File: src/rtl/tl45_operand_fetch_pkg.sv
// Shared TL45 definitions: ISA widths, opcodes and the operand-fetch buffer layout.
package tl45_pkg;
  localparam int OPC_W    = 5;
  localparam int REG_W    = 4;
  localparam int DATA_W   = 32;
  localparam int NUM_REGS = 16;

  localparam logic [OPC_W-1:0] OP_NOP  = 5'h00;
  localparam logic [OPC_W-1:0] OP_ADD  = 5'h01;
  localparam logic [OPC_W-1:0] OP_SUB  = 5'h02;
  localparam logic [OPC_W-1:0] OP_MUL  = 5'h03;
  localparam logic [OPC_W-1:0] OP_DIV  = 5'h04;
  localparam logic [OPC_W-1:0] OP_OR   = 5'h05;
  localparam logic [OPC_W-1:0] OP_XOR  = 5'h06;
  localparam logic [OPC_W-1:0] OP_AND  = 5'h07;
  localparam logic [OPC_W-1:0] OP_NOT  = 5'h08;
  localparam logic [OPC_W-1:0] OP_SHL  = 5'h09;
  localparam logic [OPC_W-1:0] OP_SHR  = 5'h0A;
  localparam logic [OPC_W-1:0] OP_SHRA = 5'h0B;
  localparam logic [OPC_W-1:0] OP_JMP  = 5'h0C;
  localparam logic [OPC_W-1:0] OP_UMUL = 5'h0D;
  localparam logic [OPC_W-1:0] OP_UDIV = 5'h0E;

  typedef logic [REG_W-1:0]  reg_idx_t;
  typedef logic [DATA_W-1:0] data_t;

  typedef struct packed {
    logic  hit;
    data_t val;
  } fwd_t;

  typedef struct packed {
    logic [OPC_W-1:0] opcode;
    reg_idx_t         dr;
    logic [3:0]       jmp_cond;
    data_t            sr1_val;
    data_t            sr2_val;
    data_t            target_offset;
    data_t            pc;
    logic             decode_err;
    reg_idx_t         held_sr1;
    reg_idx_t         held_sr2;
  } ibuf_t;
endpackage

File: src/rtl/tl45_operand_fetch_if.sv
// Decode-side inputs, forward/writeback buses and ALU-side buffer outputs of the operand-fetch stage.
interface tl45_operand_fetch_if;
  import tl45_pkg::*;

  logic             i_pipe_stall;
  logic             i_pipe_flush;
  logic             o_pipe_stall;
  logic             o_pipe_flush;
  logic [OPC_W-1:0] i_opcode;
  reg_idx_t         i_dr;
  reg_idx_t         i_sr1;
  reg_idx_t         i_sr2;
  logic [3:0]       i_jmp_cond;
  data_t            i_imm;
  logic             i_imm_valid;
  data_t            i_pc;
  logic             i_decode_err;
  reg_idx_t         i_of1_reg;
  data_t            i_of1_val;
  reg_idx_t         i_of2_reg;
  data_t            i_of2_val;
  reg_idx_t         i_wb_reg;
  data_t            i_wb_val;
  logic [OPC_W-1:0] o_opcode;
  reg_idx_t         o_dr;
  logic [3:0]       o_jmp_cond;
  data_t            o_sr1_val;
  data_t            o_sr2_val;
  data_t            o_target_offset;
  data_t            o_pc;
  logic             o_decode_err;

  modport master (
    output i_pipe_stall, i_pipe_flush, i_opcode, i_dr, i_sr1, i_sr2, i_jmp_cond,
           i_imm, i_imm_valid, i_pc, i_decode_err, i_of1_reg, i_of1_val,
           i_of2_reg, i_of2_val, i_wb_reg, i_wb_val,
    input  o_pipe_stall, o_pipe_flush, o_opcode, o_dr, o_jmp_cond, o_sr1_val,
           o_sr2_val, o_target_offset, o_pc, o_decode_err
  );

  modport slave (
    input  i_pipe_stall, i_pipe_flush, i_opcode, i_dr, i_sr1, i_sr2, i_jmp_cond,
           i_imm, i_imm_valid, i_pc, i_decode_err, i_of1_reg, i_of1_val,
           i_of2_reg, i_of2_val, i_wb_reg, i_wb_val,
    output o_pipe_stall, o_pipe_flush, o_opcode, o_dr, o_jmp_cond, o_sr1_val,
           o_sr2_val, o_target_offset, o_pc, o_decode_err
  );
endinterface

File: src/rtl/tl45_regfile.sv
// 16x32 register file: one synchronous write port, two asynchronous reads, r0 hardwired to zero.
module tl45_regfile
  import tl45_pkg::*;
(
  input  logic     clk,
  input  logic     reset,
  input  reg_idx_t wr_reg,
  input  data_t    wr_val,
  input  reg_idx_t rd_reg1,
  output data_t    rd_val1,
  input  reg_idx_t rd_reg2,
  output data_t    rd_val2
);
  data_t mem [NUM_REGS];

  always_ff @(posedge clk) begin
    if (reset) begin
      for (int i = 0; i < NUM_REGS; i++) mem[i] <= '0;
    end else if (wr_reg != '0) begin
      mem[wr_reg] <= wr_val;
    end
  end

  assign rd_val1 = (rd_reg1 == '0) ? '0 : mem[rd_reg1];
  assign rd_val2 = (rd_reg2 == '0) ? '0 : mem[rd_reg2];
endmodule

File: src/rtl/tl45_operand_fetch.sv
// TL45 register-read stage: regfile read, of1 > of2 > wb forwarding, and a registered buffer
// that keeps snooping the forward buses while the ALU stalls.
module tl45_operand_fetch
  import tl45_pkg::*;
(
  input  logic              i_clk,
  input  logic              i_reset,
  tl45_operand_fetch_if.slave bus
);
  ibuf_t ibuf;
  data_t rf_sr1, rf_sr2;
  fwd_t  sr1_fwd, sr2_fwd, held1_fwd, held2_fwd;
  data_t sr1_res, sr2_res;

  tl45_regfile u_rf (
    .clk     (i_clk),
    .reset   (i_reset),
    .wr_reg  (bus.i_wb_reg),
    .wr_val  (bus.i_wb_val),
    .rd_reg1 (bus.i_sr1),
    .rd_val1 (rf_sr1),
    .rd_reg2 (bus.i_sr2),
    .rd_val2 (rf_sr2)
  );

  // Index 0 never hits, which also makes a zero port reg field a non-match.
  function automatic fwd_t fwd_lookup(
    input reg_idx_t idx,
    input reg_idx_t of1_reg, input data_t of1_val,
    input reg_idx_t of2_reg, input data_t of2_val,
    input reg_idx_t wb_reg,  input data_t wb_val
  );
    fwd_t r;
    r = '0;
    if (idx != '0) begin
      if (of1_reg == idx)     r = '{hit: 1'b1, val: of1_val};
      else if (of2_reg == idx) r = '{hit: 1'b1, val: of2_val};
      else if (wb_reg == idx)  r = '{hit: 1'b1, val: wb_val};
    end
    return r;
  endfunction

  always_comb begin
    sr1_fwd   = fwd_lookup(bus.i_sr1, bus.i_of1_reg, bus.i_of1_val, bus.i_of2_reg,
                           bus.i_of2_val, bus.i_wb_reg, bus.i_wb_val);
    sr2_fwd   = fwd_lookup(bus.i_sr2, bus.i_of1_reg, bus.i_of1_val, bus.i_of2_reg,
                           bus.i_of2_val, bus.i_wb_reg, bus.i_wb_val);
    held1_fwd = fwd_lookup(ibuf.held_sr1, bus.i_of1_reg, bus.i_of1_val, bus.i_of2_reg,
                           bus.i_of2_val, bus.i_wb_reg, bus.i_wb_val);
    held2_fwd = fwd_lookup(ibuf.held_sr2, bus.i_of1_reg, bus.i_of1_val, bus.i_of2_reg,
                           bus.i_of2_val, bus.i_wb_reg, bus.i_wb_val);
    sr1_res   = sr1_fwd.hit ? sr1_fwd.val : rf_sr1;
    if (bus.i_imm_valid)  sr2_res = bus.i_imm;
    else if (sr2_fwd.hit) sr2_res = sr2_fwd.val;
    else                  sr2_res = rf_sr2;
  end

  always_ff @(posedge i_clk) begin
    if (i_reset || bus.i_pipe_flush) begin
      ibuf <= '0;
    end else if (bus.i_pipe_stall) begin
      if (held1_fwd.hit) ibuf.sr1_val <= held1_fwd.val;
      if (held2_fwd.hit) ibuf.sr2_val <= held2_fwd.val;
    end else begin
      ibuf.opcode        <= bus.i_opcode;
      ibuf.dr            <= bus.i_dr;
      ibuf.jmp_cond      <= bus.i_jmp_cond;
      ibuf.sr1_val       <= sr1_res;
      ibuf.sr2_val       <= sr2_res;
      ibuf.target_offset <= bus.i_imm;
      ibuf.pc            <= bus.i_pc;
      ibuf.decode_err    <= bus.i_decode_err;
      ibuf.held_sr1      <= bus.i_sr1;
      ibuf.held_sr2      <= bus.i_imm_valid ? '0 : bus.i_sr2;
    end
  end

  assign bus.o_pipe_stall    = bus.i_pipe_stall;
  assign bus.o_pipe_flush    = bus.i_pipe_flush;
  assign bus.o_opcode        = ibuf.opcode;
  assign bus.o_dr            = ibuf.dr;
  assign bus.o_jmp_cond      = ibuf.jmp_cond;
  assign bus.o_sr1_val       = ibuf.sr1_val;
  assign bus.o_sr2_val       = ibuf.sr2_val;
  assign bus.o_target_offset = ibuf.target_offset;
  assign bus.o_pc            = ibuf.pc;
  assign bus.o_decode_err    = ibuf.decode_err;
endmodule

File: src/flat_wrapper.sv
// flat-port wrapper written by rule: the top's interface ports become plain ports
module tl45_operand_fetch_flat import tl45_pkg::*;
  (i_clk, i_reset, bus_i_pipe_stall, bus_i_pipe_flush, bus_i_opcode, bus_i_dr, bus_i_sr1, bus_i_sr2, bus_i_jmp_cond, bus_i_imm, bus_i_imm_valid, bus_i_pc, bus_i_decode_err, bus_i_of1_reg, bus_i_of1_val, bus_i_of2_reg, bus_i_of2_val, bus_i_wb_reg, bus_i_wb_val, bus_o_pipe_stall, bus_o_pipe_flush, bus_o_opcode, bus_o_dr, bus_o_jmp_cond, bus_o_sr1_val, bus_o_sr2_val, bus_o_target_offset, bus_o_pc, bus_o_decode_err);
  tl45_operand_fetch_if bus_i ();
  input  logic i_clk;
  input  logic i_reset;
  input wire logic [$bits(bus_i.i_pipe_stall)-1:0] bus_i_pipe_stall;
  input wire logic [$bits(bus_i.i_pipe_flush)-1:0] bus_i_pipe_flush;
  input wire logic [$bits(bus_i.i_opcode)-1:0] bus_i_opcode;
  input wire logic [$bits(bus_i.i_dr)-1:0] bus_i_dr;
  input wire logic [$bits(bus_i.i_sr1)-1:0] bus_i_sr1;
  input wire logic [$bits(bus_i.i_sr2)-1:0] bus_i_sr2;
  input wire logic [$bits(bus_i.i_jmp_cond)-1:0] bus_i_jmp_cond;
  input wire logic [$bits(bus_i.i_imm)-1:0] bus_i_imm;
  input wire logic [$bits(bus_i.i_imm_valid)-1:0] bus_i_imm_valid;
  input wire logic [$bits(bus_i.i_pc)-1:0] bus_i_pc;
  input wire logic [$bits(bus_i.i_decode_err)-1:0] bus_i_decode_err;
  input wire logic [$bits(bus_i.i_of1_reg)-1:0] bus_i_of1_reg;
  input wire logic [$bits(bus_i.i_of1_val)-1:0] bus_i_of1_val;
  input wire logic [$bits(bus_i.i_of2_reg)-1:0] bus_i_of2_reg;
  input wire logic [$bits(bus_i.i_of2_val)-1:0] bus_i_of2_val;
  input wire logic [$bits(bus_i.i_wb_reg)-1:0] bus_i_wb_reg;
  input wire logic [$bits(bus_i.i_wb_val)-1:0] bus_i_wb_val;
  output wire logic [$bits(bus_i.o_pipe_stall)-1:0] bus_o_pipe_stall;
  output wire logic [$bits(bus_i.o_pipe_flush)-1:0] bus_o_pipe_flush;
  output wire logic [$bits(bus_i.o_opcode)-1:0] bus_o_opcode;
  output wire logic [$bits(bus_i.o_dr)-1:0] bus_o_dr;
  output wire logic [$bits(bus_i.o_jmp_cond)-1:0] bus_o_jmp_cond;
  output wire logic [$bits(bus_i.o_sr1_val)-1:0] bus_o_sr1_val;
  output wire logic [$bits(bus_i.o_sr2_val)-1:0] bus_o_sr2_val;
  output wire logic [$bits(bus_i.o_target_offset)-1:0] bus_o_target_offset;
  output wire logic [$bits(bus_i.o_pc)-1:0] bus_o_pc;
  output wire logic [$bits(bus_i.o_decode_err)-1:0] bus_o_decode_err;
  assign bus_i.i_pipe_stall = bus_i_pipe_stall;
  assign bus_i.i_pipe_flush = bus_i_pipe_flush;
  assign bus_i.i_opcode = bus_i_opcode;
  assign bus_i.i_dr = bus_i_dr;
  assign bus_i.i_sr1 = bus_i_sr1;
  assign bus_i.i_sr2 = bus_i_sr2;
  assign bus_i.i_jmp_cond = bus_i_jmp_cond;
  assign bus_i.i_imm = bus_i_imm;
  assign bus_i.i_imm_valid = bus_i_imm_valid;
  assign bus_i.i_pc = bus_i_pc;
  assign bus_i.i_decode_err = bus_i_decode_err;
  assign bus_i.i_of1_reg = bus_i_of1_reg;
  assign bus_i.i_of1_val = bus_i_of1_val;
  assign bus_i.i_of2_reg = bus_i_of2_reg;
  assign bus_i.i_of2_val = bus_i_of2_val;
  assign bus_i.i_wb_reg = bus_i_wb_reg;
  assign bus_i.i_wb_val = bus_i_wb_val;
  assign bus_o_pipe_stall = bus_i.o_pipe_stall;
  assign bus_o_pipe_flush = bus_i.o_pipe_flush;
  assign bus_o_opcode = bus_i.o_opcode;
  assign bus_o_dr = bus_i.o_dr;
  assign bus_o_jmp_cond = bus_i.o_jmp_cond;
  assign bus_o_sr1_val = bus_i.o_sr1_val;
  assign bus_o_sr2_val = bus_i.o_sr2_val;
  assign bus_o_target_offset = bus_i.o_target_offset;
  assign bus_o_pc = bus_i.o_pc;
  assign bus_o_decode_err = bus_i.o_decode_err;
  tl45_operand_fetch u_core (.i_clk(i_clk), .i_reset(i_reset), .bus(bus_i));
endmodule
File: config.mk
export PLATFORM = sky130hd
export DESIGN_NAME = tl45_operand_fetch_flat
export DESIGN_NICKNAME = d
export VERILOG_FILES = /design/src/rtl/tl45_operand_fetch_pkg.sv /design/src/rtl/tl45_operand_fetch_if.sv /design/src/rtl/tl45_regfile.sv /design/src/rtl/tl45_operand_fetch.sv /design/src/flat_wrapper.sv
export SDC_FILE = /design/constraint.sdc
export NUM_CORES = 1
export LEC_CHECK = 0
export BUFFER_PORTS_ARGS = -buffer_cell sky130_fd_sc_hd__buf_2
export CORE_AREA = 4 4 392 394
export CTS_BUF_LIST = sky130_fd_sc_hd__clkbuf_2 sky130_fd_sc_hd__clkbuf_4 sky130_fd_sc_hd__clkbuf_8
export DETAILED_ROUTE_END_ITERATION = 10
export DIE_AREA = 0 0 396 398
export GPL_ROUTABILITY_DRIVEN = 0
export PLACE_DENSITY = 0.42
export SETUP_SLACK_MARGIN = 0.5
export SLEW_MARGIN = 20
export SYNTH_ARGS = -nofsm -noshare
export SYNTH_HDL_FRONTEND = slang
export SYNTH_SLANG_ARGS = --single-unit
File: constraint.sdc
create_clock -name i_clk -period 2.85 [get_ports i_clk]
set_clock_uncertainty 0.15 [all_clocks]
set_input_delay 0.4275 -clock i_clk [delete_from_list [all_inputs] [get_ports i_clk]]
set_output_delay 0.4275 -clock i_clk [all_outputs]
set_load 0.01 [all_outputs]
==> key figures, run 1 <==
Floorplan
  • Die area: approximately 160,000 µm²
  • I/O pin cnt: 343
  • Die Width: 396 µm
  • Rows: 142
  • Initial Utilization: 24.9%
  • Core area: between 100,000 and 150,000 µm²
  • Die span in y: 398 µm

Place
  • Post-DP HPWL: 98.4 mm
  • Placed cell count: 5,258
  • IO buf count: 342

Detailed routing
  • Drt wl/cell: 26.6 µm
  • First-pass DRT Iterations: 5
  • # DRC: 0
  • Via density: 5.00
  • Detailed Route Iter0 Violations: roughly 2,500
  • DR vias: 28,200
  • Routed Wire Length: 150 mm
  • Antenna-violating nets left: 0

Clock network
  • CTS H-tree lvls: 3
  • Worst-Skew Late Latency: 0.78 ns
  • Clk sinks: 662
  • Clk pin slew, worst setup/hold paths: ~0.060 ns
  • CTS tree: done
  • CTS Root Cell: clkbuf_8
  • Clk buf depth: 3
  • Cts bufs inserted: ~120

Synthesis
  • Async set-reset flop share out of synthesis: 0%
  • Post-synth top flop: edfxtp_1
  • Mapped Avg Cell Area: 12.0 µm²
  • Register area share after synthesis: 49.3%
  • Synth cell types: 46
  • Yosys Warn Count: 0
  • Yosys reg bits: 662
  • Post-synth EDFFs: between 500 and 600
  • Cells after Synth: 3,117
  • Synth Cell Area: 37,300 µm²

Finish
  • Layout Cells excl Fill: 5,645
  • Layout cell share with drive strength beyond 1: about 28%
  • Area growth syn-to-layout: 23.5%
  • NumNets Final: 3,722
  • Fin util: a little under a third
  • Filler Cell Count: approximately 15,000

Global routing
  • GR Util met3: under 10%
  • GR Util met1: about a quarter
  • Vias in the first global route: 28,800
  • Overall routing resource usage: 18.5%
  • Initial antenna violation count: 17
  • Busiest grt layer: met2
  • GRT overflow: 0
  • Grt met2 use: 31.0%
  • Pin count of the biggest net entering global routing: 79
  • First-pass GRT wire length: 214 mm

Power
  • VDD IR max: 0.333 mV
  • Lkg Pwr: 17.3 nW
  • Power per cell area: roughly 550 nW/µm²

Setup path
  • Startpoint Class: flop
  • Setup CP Type: reg2reg
  • CP endpoint kind: flop
  • Required time worst endpoint: 3.38 ns
  • Worst EP arrival: 2.82 ns
  • FF-to-FF path depth: 7
  • Max FO, Critical Path: 31

STA
  • Fin. Hold Viols: 0
  • Period utilization: 80.5%
  • Fmax: 436 MHz
  • RSZ-0062 raised after global routing: yes
  • Worst Tran Pin Value: roughly 0.67 ns
  • Minimum clock period after layout: 2.29 ns
  • Final setup viols: 0
  • Relative slew slack: between 50% and 60%
  • Setup TNS: 0 ns
  • Max Slew Vio Count: 0

Status
  • Status: completed

Worst hold path
  • Worst hold stages: 4
  • HP Class: in2reg

Job
  • Max-cap violations: 0
-- worst max-delay path: stages, from the launching register on --
cell and delay [ns]:
dfxtp_2 0.41, xnor2_1 0.14, nand2_1 0.12, o311ai_2 0.36, buf_4 0.19, nand4_1 0.19, buf_12 0.26, o311ai_1 0.33
-- layout make-up --
| cell class | count | area [µm²] | share of cell area, % |
|---|---|---|---|
| diodes | 8 | 20.0 | 0.0434 |
| clock buffers | 171 | 2170 | 4.71 |
| clock inverters | 44 | 373 | 0.809 |
| inverters | 1 | 3.75 | 0.00814 |
| multi-input cells | 1999 | 16700 | 36.1 |
| flip-flops and latches | 662 | 18400 | 39.9 |
| well taps | 2016 | 2520 | 5.47 |
| repair buffers | 744 | 5960 | 12.9 |
-- routing by layer --
metal	share of wire, %	up-vias
met5	0.018	-
met4	2.6	4
met3	7.2	252
met2	48	1256
met1	43	14300
li1	-	12400
-- synthesized netlist by cell type, types with 33 or more instances --
cell      number  area share (%)
edfxtp_1     512              41
and2_1       482             8.1
mux2i_1      370             9.9
clkbuf_1     211             2.1
nor2_1       170             1.7
nand2_1      162             1.6
mux4_2       160             9.7
buf_4        158             3.2
dfxtp_1      150             8.0
a21oi_1       93             1.2
buf_2         85             1.1
a22oi_1       67             1.3
a221oi_1      66             1.5
o21ai_0       35            0.47
a211oi_1      34            0.68
o311ai_1      33            0.77
-- layout by cell type (no fill, tap or decap), drive strengths merged, types with 36 or more instances in the layout --
cell | synthesis | final
mux2i | 370 | 370
a221oi | 66 | 66
edfxtp | 512 | 512
nor2 | 170 | 170
nand2 | 162 | 162
clkinv | 0 | 36
mux4 | 160 | 160
dfxtp | 150 | 150
buf | 274 | 583
and2 | 482 | 482
a22oi | 67 | 67
dlygate4sd3 | 0 | 161
clkbuf | 212 | 171
a21oi | 93 | 93
-- worst paths after layout --
kind / startpoint / slack (ns) / to
worst max-delay path: u_core.ibuf[7]$_SDFFE_PP0N_ / 0.56 / u_core.bus.o_sr1_val[7]$_SDFFE_PP0P_
worst min-delay path: bus_i_sr1[0] / 0.09 / u_core.ibuf[4]$_SDFFE_PP0N_
worst max register to register: u_core.ibuf[7]$_SDFFE_PP0N_ / 0.56 / u_core.bus.o_sr1_val[7]$_SDFFE_PP0P_
worst min register to register: u_core.bus.o_sr1_val[20]$_SDFFE_PP0P_ / 0.32 / u_core.bus.o_sr1_val[20]$_SDFFE_PP0P_
-- kinds of logic after synthesis --
kind of cell           after synthesis  share of synthesized area, %
AND/OR/NAND/NOR                    869                          12.5
flip-flops                         662                          49.3
multiplexers                       530                          19.6
AO/OA/AOI/OAI                      520                          10.6
buffers and inverters              487                          6.90
XOR/XNOR                            48                          1.13
other                                1                        0.0101
-- repair_timing --
item | 4_1_cts | 5_1_grt
endpoints found under the hold margin | 201 | 0
endpoints found under the setup margin | 13 | 38
pin swaps | 2 | 3
hold buffers | 161 | 0
cloned | 0 | 0
gates resized for setup | 4 | 21
setup buffers | 1 | 2
-- report_power, final --
part | switching (mW) | internal [mW] | total [mW]
clock network | 4.31 | 5.42 | 9.73
logic | 2.41 | 1.76 | 4.17
registers | 0.318 | 11.0 | 11.3
-- through the flow --
step	setup WS (ns)	cell area, µm²	hold slack, ns	power [mW]
final	0.556	46100	0.0857	25.2
after global routing	0.475	46100	0.0393	26.2
after CTS	0.477	46000	0.0000256	25.5
after detailed placement	-0.121	41800	0.308	15.4
after global placement	-0.119	41800	0.310	15.4
after floorplan	0.417	37400	0.284	13.6
-- sequential cells by signal, summed over array words and instances, names as in the netlist --
| register | flops |
|---|---|
| u_core.bus.o_pc | 32 |
| u_core.bus.o_dr | 4 |
| u_core.bus.o_jmp_cond | 4 |
| u_core.bus.o_target_offset | 32 |
| u_core.bus.o_opcode | 5 |
| u_core.bus.o_sr1_val | 32 |
| u_core.bus.o_decode_err | 1 |
| u_core.bus.o_sr2_val | 32 |
| u_core.ibuf | 8 |
| u_core.u_rf.mem | 512 |
(Power assumes the default switching activity.)
==> inputs of run 2 (changes only) <==
clock period = 2.3 ns   (was 2.85 ns; I/O delays follow)
==> key figures, run 2 (synthesized netlist as in run 1, its figures left out) <==
Status
  • Status: completed

STA
  • RSZ-0062 raised after global routing: yes
  • Final setup viols: 0
  • Minimum clock period after layout: ~2.3 ns
  • Fmax: 435 MHz
  • Period utilization: 99.9%
  • Relative slew slack: 46.8%
  • Hold WS: about 0.07 ns
  • Max Slew Vio Count: 0
  • Fin. Hold Viols: 0
  • Worst Tran Pin Value: 0.795 ns
  • Setup TNS: 0 ns

Detailed routing
  • DR vias: between 20,000 and 30,000
  • Antenna-violating nets left: 0
  • Met3 WL: around 9.6 mm
  • Detailed Route Iter0 Violations: 2,529
  • # DRC: 0
  • Via density: 4.99
  • First-pass DRT Iterations: 5
  • Top sig layer: met4
  • M1 WL: just under 70 mm
  • Drt wl/cell: between 20 and 30 µm
  • Routed met2 length: ~80 mm
  • Routed Wire Length: between 150 and 200 mm

Finish
  • Layout cell share with drive strength beyond 1: approximately 36%
  • Largest register FFs: 512
  • Post-route cell area: roughly 50,000 µm²
  • Largest Register: u_core.u_rf.mem
  • NumNets Final: 3,938
  • Most common cell after layout, fill and taps aside: edfxtp_1
  • Area growth syn-to-layout: 34.0%
  • Filler Cell Count: 14,800
  • Most frequent cells in the layout: edfxtp_1, and2_1, mux2i_1, buf_4, buf_2

Floorplan
  • I/O pin cnt: 343
  • Die span in y: 398 µm
  • Die Width: 396 µm
  • Rows: 142
  • Initial Utilization: 24.9%
  • Die area: 158,000 µm²
  • Core area: approximately 150,000 µm²

Setup path
  • CP endpoint kind: flop
  • Required time worst endpoint: 2.85 ns
  • FF-to-FF path depth: 8
  • Worst r2r dst: u_core.bus.o_sr2_val[25]$_SDFFE_PP0P_
  • Critical Path Start: u_core.ibuf[1]$_SDFFE_PP0N_
  • Startpoint Class: flop
  • FF-to-FF Start: u_core.ibuf[1]$_SDFFE_PP0N_
  • Max FO, Critical Path: 5
  • Setup CP Type: reg2reg
  • Worst EP arrival: ~2.9 ns
  • R2R setup slack: 0.002 ns

Clock network
  • CTS Root Cell: clkbuf_8
  • CTS tree: done
  • Clk buf depth: 3
  • Clk sinks: 662
  • Cts bufs inserted: 112
  • Clk pin slew, worst setup/hold paths: approximately 0.07 ns
  • CTS H-tree lvls: 3
  • Worst-Skew Late Latency: 0.81 ns

Power
  • Logic pwr share: roughly 20%
  • Sw Share: between 20 and 30%
  • Lkg Pwr: 18.8 nW
  • Power per cell area: 613 nW/µm²
  • Clock power frac: 34.3%
  • P_int: 21.7 mW
  • Register share of total power: about 46%
  • VDD IR max: between 0.3 and 0.4 mV
  • NetSw: 9.01 mW

Place
  • Placed cell area: 43,800 µm²
  • IO buf count: between 300 and 400
  • Post-DP HPWL: 111 mm

Job
  • Max-cap violations: 0

Global routing
  • Vias in the first global route: 30,300
  • Overall routing resource usage: 19.9%
  • Pin count of the biggest net entering global routing: 72
  • Initial antenna violation count: 12
  • GRT overflow: 0
  • First-pass GRT wire length: 228 mm

Worst hold path
  • Hold Path Sink: u_core.bus.o_target_offset[31]$_SDFFE_PP0N_
  • HP Class: in2reg
  • Worst hold stages: 4
  • Min-delay src: bus_i_pipe_stall
run 2: cell count changes in the layout (fill, tap and decap cells not counted), sizes merged:
cell         previous run  this run
buf                   583       781
bufinv                  6         1
clkbuf                171       144
clkinv                 36        53
clkinvlp                1         4
diode                   8         4
dlygate4sd3           161       181
inv                     2         4
run 2: through the flow:
| step | util [%] | cells | setup WS, ns | total power [mW] |
|---|---|---|---|---|
| global placement | 29.2 | 5422 | -0.556 | 19.7 |
| floorplan | - | 3148 | 0.0930 | 17.0 |
| finish | 33.4 | 5849 | 0.00182 | 30.7 |
| CTS | 33.1 | 5840 | 0.00606 | 30.8 |
| global route | 33.4 | 5846 | -0.111 | 31.8 |
| detailed placement | 29.2 | 5422 | -0.606 | 19.7 |
run 2: power groups by stage:
stage	Sequential, mW	Clock (mW)	Combinational [mW]
floorplan	14.1	0	2.90
global placement	14.3	0	5.41
detailed placement	14.3	0	5.42
CTS	14.0	10.8	5.99
global route	14.1	11.3	6.39
finish	14.0	10.5	6.10
run 2: worst max path at each step:
| stage | to | slack, ns | cells after the start |
|---|---|---|---|
| 2_1_floorplan | u_core.bus.o_sr2_val[30]$_SDFFE_PP0P_ | 0.09 | 8 |
| 3_3_place_gp | u_core.bus.o_sr2_val[6]$_SDFFE_PP0P_ | -0.56 | 12 |
| 3_5_place_dp | u_core.bus.o_sr2_val[6]$_SDFFE_PP0P_ | -0.61 | 12 |
| 4_1_cts | u_core.bus.o_sr2_val[3]$_SDFFE_PP0P_ | 0.006 | 7 |
| 5_1_grt | u_core.bus.o_sr2_val[10]$_SDFFE_PP0P_ | -0.11 | 7 |
| 6_report | u_core.bus.o_sr2_val[25]$_SDFFE_PP0P_ | 0.002 | 8 |
run 2: metal layers:
metal	GRT usage (%)	up-vias
met2	34.8	1168
met3	3.03	230
li1	-	12800
met1	25.2	15000
met4	6.09	0
met5	0	-
run 2: final cells by class:
type	count	area, µm²	share of cell area, %
flip-flops and latches	662	18600	37.2
multi-input cells	1999	17600	35.2
repair buffers	963	9150	18.3
well taps	2016	2520	5.04
clock buffers	143	1800	3.60
clock inverters	61	322	0.643
diodes	4	10.0	0.0200
inverters	1	3.75	0.00751
run 2: worst max-delay path: stages, from the launching register on:
cell      delay [ns]
dfxtp_4         0.37
xor2_2          0.19
nor4_4          0.35
nor2b_4         0.27
buf_12          0.13
buf_6           0.11
nand2_1         0.05
a211o_1         0.33
a311oi_1        0.26
run 2: what timing repair did:
action	4_1_cts	5_1_grt
hold buffers	181	0
setup buffers	25	4
gates cloned	8	1
pin swaps	39	11
hold endpoints to repair	591	0
gates resized for setup	360	68
setup endpoints to repair	205	96
